## config.mk

```make
export PLATFORM = sky130hd
export DESIGN_NAME = axi_lite_slave_mem_flat
export DESIGN_NICKNAME = d
export VERILOG_FILES = /design/src/rtl/axi_lite_slave_mem_if.sv /design/src/rtl/axi_lite_slave_mem.sv /design/src/flat_wrapper.sv
export SDC_FILE = /design/constraint.sdc
export NUM_CORES = 2
export LEC_CHECK = 0
export BUFFER_PORTS_ARGS = -buffer_cell sky130_fd_sc_hd__buf_4
export CAP_MARGIN = 15
export CORE_ASPECT_RATIO = 0.5
export CORE_MARGIN = 1.5
export CORE_UTILIZATION = 53
export CTS_CLUSTER_DIAMETER = 30
export DETAILED_ROUTE_END_ITERATION = 10
export PLACE_DENSITY = 0.69
export SYNTH_ARGS = -nofsm -noshare
export SYNTH_HDL_FRONTEND = slang
export SYNTH_SLANG_ARGS = --single-unit
```

## constraint.sdc

```tcl
create_clock -name clk -period 3.5 [get_ports clk]
set_input_delay 0.175 -clock clk [delete_from_list [all_inputs] [get_ports clk]]
set_output_delay 0.175 -clock clk [all_outputs]
set_load 0.03 [all_outputs]
```

## src/rtl/axi_lite_slave_mem_if.sv

```systemverilog
// rtl/axi_lite_slave_mem_if.sv - burst read/write bus between the master block and the memory responder
interface axi_lite_slave_mem_if;
    logic        ARVALID;
    logic [15:0] AR_IN;
    logic        ARREADY;
    logic        RVALID;
    logic        RREADY;
    logic [8:0]  ROUT;
    logic        RLAST;
    logic [3:0]  RID;
    logic        AWVALID;
    logic [11:0] AW_IN;
    logic        AWREADY;
    logic        WVALID;
    logic [7:0]  WDATA;
    logic        WLAST;
    logic        WREADY;
    logic        BVALID;
    logic        BREADY;
    logic [4:0]  BRESP;

    modport slave (
        input  ARVALID, AR_IN, RREADY, AWVALID, AW_IN, WVALID, WDATA, WLAST, BREADY,
        output ARREADY, RVALID, ROUT, RLAST, RID, AWREADY, WREADY, BVALID, BRESP
    );

    modport master (
        output ARVALID, AR_IN, RREADY, AWVALID, AW_IN, WVALID, WDATA, WLAST, BREADY,
        input  ARREADY, RVALID, ROUT, RLAST, RID, AWREADY, WREADY, BVALID, BRESP
    );
endinterface

```

## src/rtl/axi_lite_slave_mem.sv

```systemverilog
// rtl/axi_lite_slave_mem.sv - byte-wide memory responder with independent read and write burst FSMs
module axi_lite_slave_mem #(
    parameter int MEM_DEPTH = 256,
    parameter int MAX_BEATS = 16
) (
    input  logic                clk,
    input  logic                rst,
    axi_lite_slave_mem_if.slave bus
);
    localparam int              IDX_W     = (MEM_DEPTH > 1) ? $clog2(MEM_DEPTH) : 1;
    localparam int              WB_W      = $clog2(MAX_BEATS + 1);
    localparam logic [8:0]      DEPTH_LIM = 9'(MEM_DEPTH);
    localparam logic [WB_W-1:0] BEAT_LIM  = WB_W'(MAX_BEATS);

    typedef enum logic [1:0] {R_IDLE, R_ACK, R_DATA} r_state_t;
    typedef enum logic [1:0] {W_IDLE, W_ACK, W_DATA, W_RESP} w_state_t;

    logic [7:0] mem [MEM_DEPTH];

    r_state_t   r_state, r_next;
    logic [7:0] r_addr, r_addr_nxt;
    logic [3:0] r_len, r_beat, r_id, r_id_out;
    logic [8:0] r_out, rd_cur, rd_nxt;
    logic       r_last;

    w_state_t        w_state, w_next;
    logic [7:0]      w_addr;
    logic [3:0]      w_id;
    logic [WB_W-1:0] w_beat;
    logic            w_err, w_ok, w_take;

    function automatic logic in_range(input logic [7:0] a);
        return {1'b0, a} < DEPTH_LIM;
    endfunction

    // Out-of-range reads return zero data with the error flag set
    assign r_addr_nxt = r_addr + 8'd1;
    always_comb begin
        rd_cur = 9'h001;
        rd_nxt = 9'h001;
        if (in_range(r_addr))     rd_cur = {mem[r_addr[IDX_W-1:0]], 1'b0};
        if (in_range(r_addr_nxt)) rd_nxt = {mem[r_addr_nxt[IDX_W-1:0]], 1'b0};
    end

    always_ff @(posedge clk) begin
        if (rst) r_state <= R_IDLE;
        else     r_state <= r_next;
    end

    always_comb begin
        r_next = r_state;
        case (r_state)
            R_IDLE:  if (bus.ARVALID) r_next = R_ACK;
            R_ACK:   r_next = R_DATA;
            R_DATA:  if (bus.RREADY && r_last) r_next = R_IDLE;
            default: r_next = R_IDLE;
        endcase
    end

    always_ff @(posedge clk) begin
        if (rst) begin
            r_addr   <= '0;
            r_len    <= '0;
            r_beat   <= '0;
            r_id     <= '0;
            r_out    <= '0;
            r_last   <= 1'b0;
            r_id_out <= '0;
        end else begin
            case (r_state)
                R_IDLE: if (bus.ARVALID) begin
                    r_addr <= bus.AR_IN[15:8];
                    r_len  <= bus.AR_IN[7:4];
                    r_id   <= bus.AR_IN[3:0];
                end
                R_ACK: begin
                    r_out    <= rd_cur;
                    r_last   <= (r_len == 4'd0);
                    r_id_out <= r_id;
                    r_beat   <= '0;
                end
                R_DATA: if (bus.RREADY) begin
                    if (r_last) begin
                        r_out  <= '0;
                        r_last <= 1'b0;
                    end else begin
                        // next beat is fetched at the transfer edge so beats stream back-to-back
                        r_addr <= r_addr_nxt;
                        r_beat <= r_beat + 4'd1;
                        r_out  <= rd_nxt;
                        r_last <= ((r_beat + 4'd1) == r_len);
                    end
                end
                default: ;
            endcase
        end
    end

    assign w_take = (w_state == W_DATA) && bus.WVALID;
    assign w_ok   = in_range(w_addr) && (w_beat < BEAT_LIM);

    always_ff @(posedge clk) begin
        if (rst) w_state <= W_IDLE;
        else     w_state <= w_next;
    end

    always_comb begin
        w_next = w_state;
        case (w_state)
            W_IDLE:  if (bus.AWVALID) w_next = W_ACK;
            W_ACK:   w_next = W_DATA;
            W_DATA:  if (w_take && bus.WLAST) w_next = W_RESP;
            W_RESP:  if (bus.BREADY) w_next = W_IDLE;
            default: w_next = W_IDLE;
        endcase
    end

    always_ff @(posedge clk) begin
        if (rst) begin
            w_addr <= '0;
            w_id   <= '0;
            w_beat <= '0;
            w_err  <= 1'b0;
        end else if (w_state == W_IDLE && bus.AWVALID) begin
            w_addr <= bus.AW_IN[11:4];
            w_id   <= bus.AW_IN[3:0];
            w_beat <= '0;
            w_err  <= 1'b0;
        end else if (w_take) begin
            w_addr <= w_addr + 8'd1;
            if (w_beat != BEAT_LIM) w_beat <= w_beat + 1'b1;
            if (!w_ok)              w_err  <= 1'b1;
        end
    end

    // Memory has no reset so contents survive a bus reset
    always_ff @(posedge clk) begin
        if (!rst && w_take && w_ok) mem[w_addr[IDX_W-1:0]] <= bus.WDATA;
    end

    always_comb begin
        bus.ARREADY = (r_state == R_ACK);
        bus.RVALID  = (r_state == R_DATA);
        bus.ROUT    = r_out;
        bus.RLAST   = r_last;
        bus.RID     = r_id_out;
        bus.AWREADY = (w_state == W_ACK);
        bus.WREADY  = (w_state == W_DATA);
        bus.BVALID  = (w_state == W_RESP);
        bus.BRESP   = (w_state == W_RESP) ? {w_id, w_err} : 5'd0;
    end
endmodule

```

## src/flat_wrapper.sv

```systemverilog
// flat-port wrapper written by rule: the top's interface ports become plain ports
module axi_lite_slave_mem_flat 
#(
    parameter int MEM_DEPTH = 256,
    parameter int MAX_BEATS = 16
)
  (clk, rst, bus_ARVALID, bus_AR_IN, bus_RREADY, bus_AWVALID, bus_AW_IN, bus_WVALID, bus_WDATA, bus_WLAST, bus_BREADY, bus_ARREADY, bus_RVALID, bus_ROUT, bus_RLAST, bus_RID, bus_AWREADY, bus_WREADY, bus_BVALID, bus_BRESP);
  axi_lite_slave_mem_if bus_i ();
  input  logic clk;
  input  logic rst;
  input wire logic [$bits(bus_i.ARVALID)-1:0] bus_ARVALID;
  input wire logic [$bits(bus_i.AR_IN)-1:0] bus_AR_IN;
  input wire logic [$bits(bus_i.RREADY)-1:0] bus_RREADY;
  input wire logic [$bits(bus_i.AWVALID)-1:0] bus_AWVALID;
  input wire logic [$bits(bus_i.AW_IN)-1:0] bus_AW_IN;
  input wire logic [$bits(bus_i.WVALID)-1:0] bus_WVALID;
  input wire logic [$bits(bus_i.WDATA)-1:0] bus_WDATA;
  input wire logic [$bits(bus_i.WLAST)-1:0] bus_WLAST;
  input wire logic [$bits(bus_i.BREADY)-1:0] bus_BREADY;
  output wire logic [$bits(bus_i.ARREADY)-1:0] bus_ARREADY;
  output wire logic [$bits(bus_i.RVALID)-1:0] bus_RVALID;
  output wire logic [$bits(bus_i.ROUT)-1:0] bus_ROUT;
  output wire logic [$bits(bus_i.RLAST)-1:0] bus_RLAST;
  output wire logic [$bits(bus_i.RID)-1:0] bus_RID;
  output wire logic [$bits(bus_i.AWREADY)-1:0] bus_AWREADY;
  output wire logic [$bits(bus_i.WREADY)-1:0] bus_WREADY;
  output wire logic [$bits(bus_i.BVALID)-1:0] bus_BVALID;
  output wire logic [$bits(bus_i.BRESP)-1:0] bus_BRESP;
  assign bus_i.ARVALID = bus_ARVALID;
  assign bus_i.AR_IN = bus_AR_IN;
  assign bus_i.RREADY = bus_RREADY;
  assign bus_i.AWVALID = bus_AWVALID;
  assign bus_i.AW_IN = bus_AW_IN;
  assign bus_i.WVALID = bus_WVALID;
  assign bus_i.WDATA = bus_WDATA;
  assign bus_i.WLAST = bus_WLAST;
  assign bus_i.BREADY = bus_BREADY;
  assign bus_ARREADY = bus_i.ARREADY;
  assign bus_RVALID = bus_i.RVALID;
  assign bus_ROUT = bus_i.ROUT;
  assign bus_RLAST = bus_i.RLAST;
  assign bus_RID = bus_i.RID;
  assign bus_AWREADY = bus_i.AWREADY;
  assign bus_WREADY = bus_i.WREADY;
  assign bus_BVALID = bus_i.BVALID;
  assign bus_BRESP = bus_i.BRESP;
  axi_lite_slave_mem #(.MEM_DEPTH(MEM_DEPTH), .MAX_BEATS(MAX_BEATS)) u_core (.clk(clk), .rst(rst), .bus(bus_i));
endmodule
```

==> run metrics <==
clock transition at the registers of the reported paths=0.06 ns; share of post-route cells with drive strength above 1=0.387; # DRC=0; Die Wd=614 um; Req. time, crit path=4.29 ns; dpl ws=-0.191 ns; total number of vias=61500; Setup TNS=-0.0669 ns; clk_skew=0.0551 ns; Switching Share=0.263; Async S/R FF share, synth=0; Synth Net Count=5254; CP Capture Type=flip-flop; Hold WS=-0.00908 ns; fin. max-slew vios=0; Worst EP arrival=4.36 ns; synthesized cell area=98800 sq um; IO buf count=66; CP most frequent cell=buf_4; first-pass GRT wire length=458000 um; Psw=0.0178 W; Slew headroom=0.152; sequential cell area fraction in the yosys report=0.635; Int Pwr=0.0499 W; Reg power frac=0.414; Min-Delay Startpoint=bus_WDATA[2]; all-layer global routing usage=0.346; CTS HTree Levels=5; WL final=325000 um; Starting DRT DRC Count=10600; Setup CP Type=reg2reg; Syn-to-layout area delta=18.2%; crit-path cells=buf_12 -> buf_4 -> mux4_2 -> mux2i_1 -> buf_4 -> o21ai_0 -> a21oi_1 -> buf_4 -> a2111oi_0 -> buf_4 -> and3_1 -> nand3_1 -> nand3_1; worst setup margin=-0.0669 ns; die height=308 um; Final setup viols=1; starting density of the core=0.537; worst-path fanout max=12; total chip power=0.0676 W; Leak=37.1 nW; post-DP HPWL=218000 um; CTS max path bufs=4; top_reg_cell synth=edfxtp_1; RSZ-0062 raised after global routing=no; drt first pass iters=9; Final Hold Viols=4; Slowest-stage cell, CP=a2111oi_0; Vias/cell=7.16; Final Cycle Share=1.02; number of synthesized register bits=2111; Largest stage delay, worst path=0.82 ns; number of CTS-inserted buffers=286; status=complete, but fails checks; Avg Inst Size Synth=19.0 sq um; wire per inst=37.9 um; Max-Cap Viols=0; Yosys cell types=62; CP startpoint kind=flip-flop; Synth warnings=0; Post-synth EDFFs=2048; maximum clock frequency=280 MHz; Slew @ Worst Pin=1.27 ns; nets=5924; Root Driver=clkbuf_16; failing checks=negative hold slack, negative setup slack; TritonCTS Sinks=2111; IO Count=68; Combinational Power Share=0.149; largest net degree at the start of global routing=127; pwr/cell area=579 nW/um^2; remaining antenna violation count=0; placer congestion estimate=1.04; CTS tree=done; worst hold path type=in2reg; die area=189000 sq um; Period minus WS final=3.57 ns; maximum VDD drop=409 uV; Cell Rows=111; cell count after synthesis=5197; core footprint=184000 sq um; aggregate global routing overflow=0; power share of the clock group=0.437; vias in the first global route=60600; Worst-Skew Late Latency=0.86 ns; initial antenna violation count=11
through the flow:
stage / instance area [sq um] / util / instances
4_1_cts: 117000 / 0.633 / 8576
3_5_place_dp: 106000 / 0.578 / 8002
6_report: 117000 / 0.634 / 8583
3_3_place_gp: 106000 / 0.578 / 8002
5_1_grt: 117000 / 0.634 / 8578
2_1_floorplan: 98800 / - / 5197
flip-flops by register name (all words and copies together), names as in the netlist, named ones only:
name	count
u_core.bus.RID	4
u_core.w_addr	8
u_core.r_beat	4
u_core.w_id	4
u_core.w_state	2
u_core.w_err	1
u_core.mem	2048
u_core.r_id	4
u_core.bus.RLAST	1
u_core.r_state	2
u_core.bus.ROUT	8
u_core.w_beat	5
u_core.r_addr	8
u_core.r_len	4
worst max-delay path: cells and delay by family (launching register included):
kind | cells | cell delay, ns
mux | 2 | 0.42
flops | 1 | 0.37
simple gates | 3 | 0.33
buf+inv | 5 | 0.98
compound gates | 3 | 1.38
placed cells by master (no fill, tap or decap), types with 36 or more instances in the layout:
cell type	netlist	routed
a22oi_1	50	48
edfxtp_1	2048	2048
mux2i_1	143	143
clkbuf_16	0	300
nand3_1	109	108
a21oi_1	76	76
nor2_1	399	393
inv_6	0	43
a22o_1	36	36
dlygate4sd3_1	0	61
dfxtp_1	63	56
o22ai_1	46	45
buf_4	59	622
o21ai_0	48	47
nand2_1	327	315
buf_12	0	76
mux4_2	1116	1116
logic make-up (layout without fill, tap and decap cells):
logic type | after synthesis | in the layout | share of synthesized area
AOI/OAI and AO/OA | 368 | 368 | 0.0252
xor gates and xnor gates | 24 | 24 | 0.00232
adders and majority gates | 13 | 13 | 0.00165
buffers and inverters | 414 | 1309 | 0.0215
DFF | 2111 | 2111 | 0.635
muxes | 1278 | 1278 | 0.271
other | 1 | 6 | 0.0000379
and+or+nand+nor | 988 | 988 | 0.0432
layout make-up:
| class | instances | area, sq um |
|---|---|---|
| clock inverters | 190 | 2050 |
| diodes | 5 | 12.5 |
| well taps | 2486 | 3110 |
| fillers | 12500 | 67300 |
| repair buffers | 778 | 7120 |
| multi-input cells | 2672 | 34100 |
| inverters | 18 | 70.1 |
| clock buffers | 323 | 7570 |
| flip-flops and latches | 2111 | 62800 |
routing by layer:
metal,GRT usage,wire length [um]
met5,0,169
met4,0.132,14100
met2,0.507,145000
met1,0.481,119000
met3,0.121,47100
cell usage after synthesis (19+ instances only):
cell / n / area (sq um)
buf_4: 59 / 443
a21oi_1: 76 / 380
o22ai_1: 46 / 288
mux2_2: 19 / 214
a22oi_1: 50 / 375
mux4_2: 1116 / 25100
dfxtp_1: 63 / 1260
o21ai_0: 48 / 240
nor2_1: 399 / 1500
clkbuf_1: 140 / 526
buf_6: 25 / 282
a211oi_1: 25 / 188
buf_1: 46 / 173
nand3_1: 109 / 546
nand4_1: 27 / 169
nand2_1: 327 / 1230
edfxtp_1: 2048 / 61500
buf_2: 126 / 631
mux2i_1: 143 / 1430
a22o_1: 36 / 315
power groups by stage:
stage | clock network (W) | registers (W) | logic [W]
finish | 0.0296 | 0.0280 | 0.0101
global route | 0.0307 | 0.0280 | 0.0104
CTS | 0.0297 | 0.0280 | 0.00985
detailed placement | 0 | 0.0285 | 0.00969
global placement | 0 | 0.0285 | 0.00964
floorplan | 0 | 0.0284 | 0.00573
repair_timing:
item / 4_1_cts / 5_1_grt
pin swaps: 0 / 1
hold buffers: 61 / 0
endpoints found under the hold margin: 148 / 0
cloned: 0 / 2
resized for setup: 5 / 21
setup endpoints to repair: 4 / 8
setup buffers: 0 / 0
path summary, 6_finish.rpt:
path / to / depth (start not counted) / slack (ns)
worst max register to register: u_core.bus.ROUT[8]$_SDFFE_PP0P_ / 13 / -0.07
worst min-delay path: u_core.mem[91][2]$_DFFE_PP_ / 1 / -0.009
worst max-delay path: u_core.bus.ROUT[8]$_SDFFE_PP0P_ / 13 / -0.07
worst min register to register: u_core.bus.RID[3]$_SDFFE_PP0P_ / 2 / 0.48
(Power assumes the default switching activity.)
